[src/rtl/tmr_pkg.sv]
// Shared types and the width-generic next-value function for the TMR shift register.
package tmr_pkg;

  typedef enum logic [2:0] {
    SISO_R = 3'd0,
    SISO_L = 3'd1,
    PISO   = 3'd2,
    PIPO   = 3'd3,
    ROT_R  = 3'd4,
    ROT_L  = 3'd5,
    HOLD_A = 3'd6,
    HOLD_B = 3'd7
  } mode_e;

  typedef enum logic [1:0] {
    RUN      = 2'd0,
    DEGRADED = 2'd1,
    FAULT    = 2'd2
  } state_e;

  localparam logic [2:0] MODE_HOLD = 3'd6;
  localparam int unsigned PCNT_W = 4;

  // Parameterised wrapper so the same pure function serves any register width.
  virtual class shifter #(parameter int W = 8);
    static function logic [W-1:0] shift_next(input logic [W-1:0] q,
                                             input mode_e       mode,
                                             input logic        load,
                                             input logic        serial_in,
                                             input logic [W-1:0] parallel_in);
      logic [W-1:0] n;
      case (mode)
        SISO_R:  n = {serial_in, q[W-1:1]};
        SISO_L:  n = {q[W-2:0], serial_in};
        PISO:    n = load ? parallel_in : {1'b0, q[W-1:1]};
        PIPO:    n = load ? parallel_in : q;
        ROT_R:   n = {q[0], q[W-1:1]};
        ROT_L:   n = {q[W-2:0], q[W-1]};
        default: n = q;
      endcase
      return n;
    endfunction
  endclass

endpackage

[src/rtl/tmr_replica.sv]
// One storage replica of the TMR register; it only ever loads the voted next value.
module tmr_replica #(
  parameter int WIDTH = 8
) (
  input  logic             clk_i,
  input  logic             rst_ni,
  input  logic             we_i,
  input  logic [WIDTH-1:0] d_i,
  output logic [WIDTH-1:0] q_o
);

  logic [WIDTH-1:0] q_q;

  // Replica storage, frozen when the write enable is low.
  always_ff @(posedge clk_i or negedge rst_ni) begin
    if (!rst_ni) begin
      q_q <= '0;
    end else if (we_i) begin
      q_q <= d_i;
    end else begin
      q_q <= q_q;
    end
  end

  assign q_o = q_q;

endmodule

[src/rtl/tmr_shift_reg_scrub.sv]
// Triple-redundant universal shift register with voted-next-state scrubbing and fault FSM.
// Optional per-replica error counters are built when TMR_ERR_CNT_EN is defined.
module tmr_shift_reg_scrub
  import tmr_pkg::*;
#(
  parameter int WIDTH       = 8,
  parameter int PERSIST_LIM = 4,
  parameter int CNT_W       = 8
) (
  input  logic               clk,
  input  logic               rst,
  input  logic               enable,
  input  logic               load,
  input  logic               serial_in,
  input  logic [2:0]         mode,
  input  logic [WIDTH-1:0]   parallel_in,
  input  logic               clear_fault,
  output logic [WIDTH-1:0]   parallel_out,
  output logic               serial_out,
  output logic               corr_pulse,
  output logic [2:0]         replica_failed,
  output logic               fatal,
  output logic [3*CNT_W-1:0] err_cnt
);

  localparam logic [PCNT_W-1:0] PCNT_LAST = PCNT_W'(PERSIST_LIM - 1);

  state_e            state_q;
  logic [2:0]        failed_q;
  logic [PCNT_W-1:0] pcnt_q [3];
  logic [WIDTH-1:0]  rep_q_s [3];
  logic [WIDTH-1:0]  rep_d;
  logic              rep_we_s;
  logic [WIDTH-1:0]  maj_s;
  logic [WIDTH-1:0]  voted_s;
  logic [2:0]        healthy_s;
  logic [2:0]        mismatch_s;
  logic [2:0]        fail_set_s;
  logic              all_diff_s;
  logic              multi_fail_s;
  logic              shift_en_s;

  for (genvar gi = 0; gi < 3; gi++) begin : g_rep
    tmr_replica #(.WIDTH(WIDTH)) u_rep (
      .clk_i (clk),
      .rst_ni(rst),
      .we_i  (rep_we_s),
      .d_i   (rep_d),
      .q_o   (rep_q_s[gi])
    );
  end

  assign healthy_s  = ~failed_q;
  assign maj_s      = (rep_q_s[0] & rep_q_s[1]) | (rep_q_s[0] & rep_q_s[2]) | (rep_q_s[1] & rep_q_s[2]);
  assign all_diff_s = (rep_q_s[0] != rep_q_s[1]) && (rep_q_s[1] != rep_q_s[2]) &&
                      (rep_q_s[0] != rep_q_s[2]);
  assign shift_en_s = enable && (mode[2:1] != MODE_HOLD[2:1]);

  // Voter: majority with three healthy replicas, lowest healthy replica once degraded.
  always_comb begin
    voted_s = maj_s;
    if (state_q == DEGRADED) begin
      if (healthy_s[0]) begin
        voted_s = rep_q_s[0];
      end else if (healthy_s[1]) begin
        voted_s = rep_q_s[1];
      end else begin
        voted_s = rep_q_s[2];
      end
    end else begin
      voted_s = maj_s;
    end
  end

  // Per-replica disagreement and the edge on which persistence crosses the limit.
  always_comb begin
    mismatch_s = 3'b000;
    fail_set_s = 3'b000;
    for (int i = 0; i < 3; i++) begin
      mismatch_s[i] = (state_q != FAULT) && healthy_s[i] && (rep_q_s[i] != voted_s);
      fail_set_s[i] = mismatch_s[i] && (pcnt_q[i] == PCNT_LAST);
    end
  end

  assign multi_fail_s = (fail_set_s[0] & fail_set_s[1]) | (fail_set_s[0] & fail_set_s[2]) |
                        (fail_set_s[1] & fail_set_s[2]);

  // Every replica, failed or not, is rewritten from the vote so a single upset heals at once.
  always_comb begin
    rep_we_s = 1'b1;
    rep_d    = voted_s;
    if (state_q == FAULT) begin
      rep_we_s = clear_fault;
      rep_d    = parallel_in;
    end else if (shift_en_s) begin
      rep_d = tmr_pkg::shifter#(WIDTH)::shift_next(voted_s, mode_e'(mode), load, serial_in,
                                                  parallel_in);
    end else begin
      rep_d = voted_s;
    end
  end

  // Health state machine; an unknown encoding falls into FAULT.
  always_ff @(posedge clk or negedge rst) begin
    if (!rst) begin
      state_q <= RUN;
    end else begin
      case (state_q)
        RUN: begin
          if (all_diff_s || multi_fail_s) begin
            state_q <= FAULT;
          end else if (|fail_set_s) begin
            state_q <= DEGRADED;
          end else begin
            state_q <= RUN;
          end
        end
        DEGRADED: begin
          if ((|mismatch_s) || (|fail_set_s)) begin
            state_q <= FAULT;
          end else begin
            state_q <= DEGRADED;
          end
        end
        FAULT: begin
          if (clear_fault) begin
            state_q <= RUN;
          end else begin
            state_q <= FAULT;
          end
        end
        default: state_q <= FAULT;
      endcase
    end
  end

  // Persistence counters and sticky failed mask; counters stop once their replica fails.
  always_ff @(posedge clk or negedge rst) begin
    if (!rst) begin
      failed_q <= 3'b000;
      for (int i = 0; i < 3; i++) begin
        pcnt_q[i] <= '0;
      end
    end else if (state_q == FAULT) begin
      if (clear_fault) begin
        failed_q <= 3'b000;
        for (int i = 0; i < 3; i++) begin
          pcnt_q[i] <= '0;
        end
      end else begin
        failed_q <= failed_q;
      end
    end else begin
      failed_q <= failed_q | fail_set_s;
      for (int i = 0; i < 3; i++) begin
        if (failed_q[i]) begin
          pcnt_q[i] <= pcnt_q[i];
        end else if (mismatch_s[i]) begin
          pcnt_q[i] <= pcnt_q[i] + PCNT_W'(1);
        end else begin
          pcnt_q[i] <= '0;
        end
      end
    end
  end

`ifdef TMR_ERR_CNT_EN
  logic [CNT_W-1:0] err_q [3];

  // Lifetime mismatch counters, saturating; clear_fault leaves them intact.
  always_ff @(posedge clk or negedge rst) begin
    if (!rst) begin
      for (int i = 0; i < 3; i++) begin
        err_q[i] <= '0;
      end
    end else begin
      for (int i = 0; i < 3; i++) begin
        if (mismatch_s[i] && (err_q[i] != {CNT_W{1'b1}})) begin
          err_q[i] <= err_q[i] + CNT_W'(1);
        end else begin
          err_q[i] <= err_q[i];
        end
      end
    end
  end

  assign err_cnt = {err_q[2], err_q[1], err_q[0]};
`else
  assign err_cnt = '0;
`endif

  // Serial tap follows the shift direction of the selected mode.
  always_comb begin
    serial_out = 1'b0;
    if (state_q == FAULT) begin
      serial_out = 1'b0;
    end else begin
      case (mode_e'(mode))
        SISO_R, PISO, ROT_R: serial_out = voted_s[0];
        default:             serial_out = voted_s[WIDTH-1];
      endcase
    end
  end

  assign fatal          = (state_q == FAULT);
  assign replica_failed = failed_q;
  assign parallel_out   = (state_q == FAULT) ? '0 : voted_s;
  assign corr_pulse     = |mismatch_s;

endmodule

[config.mk]
export PLATFORM = sky130hd
export DESIGN_NAME = tmr_shift_reg_scrub
export DESIGN_NICKNAME = d
export VERILOG_FILES = /design/src/rtl/tmr_pkg.sv /design/src/rtl/tmr_replica.sv /design/src/rtl/tmr_shift_reg_scrub.sv
export SDC_FILE = /design/constraint.sdc
export NUM_CORES = 1
export LEC_CHECK = 0
export ABC_AREA = 1
export CORE_MARGIN = 2
export CORE_UTILIZATION = 39
export CTS_BUF_LIST = sky130_fd_sc_hd__clkbuf_2
export DETAILED_ROUTE_END_ITERATION = 10
export PLACE_DENSITY = 0.79
export SYNTH_ARGS = -nofsm -noshare
export SYNTH_HDL_FRONTEND = slang
export SYNTH_SLANG_ARGS = --single-unit
export TNS_END_PERCENT = 1
[constraint.sdc]
create_clock -name clk -period 3.4 [get_ports clk]
set_input_delay 0.68 -clock clk [delete_from_list [all_inputs] [get_ports clk]]
set_output_delay 0.68 -clock clk [all_outputs]
set_load 0.03 [all_outputs]
==> flow_summary.ini <==
[run_status]
outcome = finished, final reports clean

[yosys]
synth_area_leaders = nand2_1 (21%), dfrtp_1 (21%), buf_4 (18%)
syn_area_um2 = 1190
ys_async_sr_fraction_pct = 100
synth-simple-area-share_pct = 39.5
synth_mux_area_share_pct = 0
synth_cell_type_count = 19
ys_ff_latch = 10
synth_cells = 206
yosys.area_share.xor_xnor_pct = 0
synth.yosys.warnings = 0
synthTopCellsByCount = nand2_1 (67), buf_4 (28), inv_1 (27)
synth_top_family_by_area = simple AND/OR/NAND/NOR gates
yosysTopAreaCellShare_pct = 21.1
ys_seq_area_share_pct = 21.0
avgSynthCellArea_um2 = 5.78
synth_most_common_cell = nand2_1
synth_top_area_cell = nand2_1
synth_adder_area_share_pct = 0
synth_compound_area_share_pct = 9.46
synth_flop_cell = dfrtp_1
synth_edf_count = 0

[clock_tree]
clock-root-buffer = clkbuf_2
clkTransAtPathRegs_ns = 0.10
ctsHoldBuffers = 0
cts_buffers = 3
clock_latency_ns = 0.25
postCtsResizedCells = 0
htree_levels = 1
cts_tree = done
numClockSinks = 10
cts_setup_buffers = 0
clk_path_buf_depth = 2

[grt]
grt_overflow = 0
antenna_found_initial = 0
grt_pass1_vias = 993
grt_util_all_layers_pct = 16.5
grt_max_degree = 15
grt_pass1_wl_mm = 4.37

[power_and_ir_drop]
p_leak_nw = 0.769
p_per_area_nw_per_um2 = 309
total_power_uw = 427
peakVddDrop_mv = 0.123

[finish]
nNetsFinal = 250
multi_input_area_um2 = 688
fillCellCount = 321
post_route_cells_drive_above_1_share_pct = 6.49
seq_area_um2 = 250
synthToLayoutAreaGrowth_pct = 15.9
diodes = 0

[detailed_routing]
drt_drc_violations_left = 0
dr_total_vias = 1180
drt_wl_total_mm = 2.76
firstDrtPassIters = 4
ant_nets = 0
drt_iter0_markers = 56
avgViaCountPerCell = 4.47
wl_per_cell_um = 10.5

[floorplanning]
rows = 20
initial_core_util_pct = 40.0
dieArea_um2 = 3510
die_w_um = 59.2
core_area_um2 = 2980
pin_count = 55
die_h_um = 59.2

[critical_path]
critPathRequiredTime_ns = 2.72
regToRegStartpoint = state_q[0]
cp_max_fo = 7
reg2reg_depth = 8
cp-end-kind = primary output
timing.rr.end = g_rep[2].u_rep.q_o[0]
reg2reg_slack_ns = 1.76
crit_arrival_ns = 2.39
startpoint_type = input pin
critPathKind = in2out

[sta]
period_share_pct = 90.4
fin_ws_ns = 0.327
max_freq_mhz = 325
clock_skew_ns = 0.00407
maxSlewViolCount = 0
rsz0062_at_grt = no
hold_violations = 0
setup_viol = 0
min_period_ns = 3.07
tns_ns = 0

[placed_design]
place_hpwl_mm = 2.09
post-place-ws_ns = 0.348
io_buffer_count = 26
gp_congestion = 0.920

[worst_hold_path]
min_path_type = reg2reg
min_to = state_q[0]
whs_path_depth = 1
hold_start = state_q[1]

[job]
timing.max_cap.violations = 0
==> power breakdown <==
| part | switching, mW | internal (mW) |
|---|---|---|
| clock network | 0.0401 | 0.0241 |
| registers | 0.0106 | 0.131 |
| logic | 0.147 | 0.0732 |
| total | 0.198 | 0.228 |
==> area by class of cell <==
| class | instances | area share [%] |
|---|---|---|
| repair buffers | 27 | 19.4 |
| flip-flops and latches | 10 | 18.1 |
| well taps | 33 | 2.99 |
| inverters | 31 | 8.44 |
| multi-input cells | 160 | 49.9 |
| clock buffers | 3 | 1.09 |
==> registers in the layout, summed over array words and instances, names as in the netlist <==
register	count
g_rep.u_rep.q_o	8
state_q	2
==> stage by stage <==
step	utilization, %	cell area, um2	cells	hold WS (ns)
6_report	46.3	1380	264	0.461
5_1_grt	46.3	1380	264	0.484
4_1_cts	46.3	1380	264	0.466
3_5_place_dp	45.8	1360	261	0.452
3_3_place_gp	45.8	1360	261	0.445
2_1_floorplan	-	1290	233	0.384
==> worst max-delay path by stage <==
stage | depth (start not counted) | endpoint | slack, ns | startpoint
2_1_floorplan | 5 | serial_out | 1.18 | mode[0]
3_3_place_gp | 6 | serial_out | 0.37 | mode[2]
3_5_place_dp | 6 | serial_out | 0.35 | mode[2]
4_1_cts | 6 | serial_out | 0.34 | mode[2]
5_1_grt | 6 | serial_out | 0.23 | mode[2]
6_report | 6 | serial_out | 0.33 | mode[2]
==> worst max-delay path: stages <==
cell	delay [ns]
clkdlybuf4s50_1	0.64
nand2_2	0.10
nand2_1	0.09
o21ai_0	0.07
a21oi_1	0.12
clkdlybuf4s50_1	0.69
==> layout by cell type (no fill, tap or decap) <==
master            n
nand2_1          67
conb_1           28
inv_1            27
clkdlybuf4s50_1  26
nor2_1           21
nand3_1          15
a21oi_1          14
dfrtp_1          10
inv_2             4
o22ai_1           4
nand2_2           3
clkbuf_2          3
o21ai_0           2
nor2_4            2
a21boi_0          1
nor3_2            1
nor2_2            1
nand3b_1          1
buf_4             1
==> logic make-up (layout without fill, tap and decap cells) <==
logic type / after synthesis / in the layout
buffers and inverters: 63 / 61
other: 1 / 28
AOI/OAI and AO/OA: 21 / 21
and+or+nand+nor: 111 / 111
DFF: 10 / 10
==> metal layers <==
layer,wire length (um),global-route usage (%)
met3,132,1.31
met5,0,0
met4,54,8.44
met1,1310,23.6
met2,1260,24.6
Power figures use the tool's default switching activity.
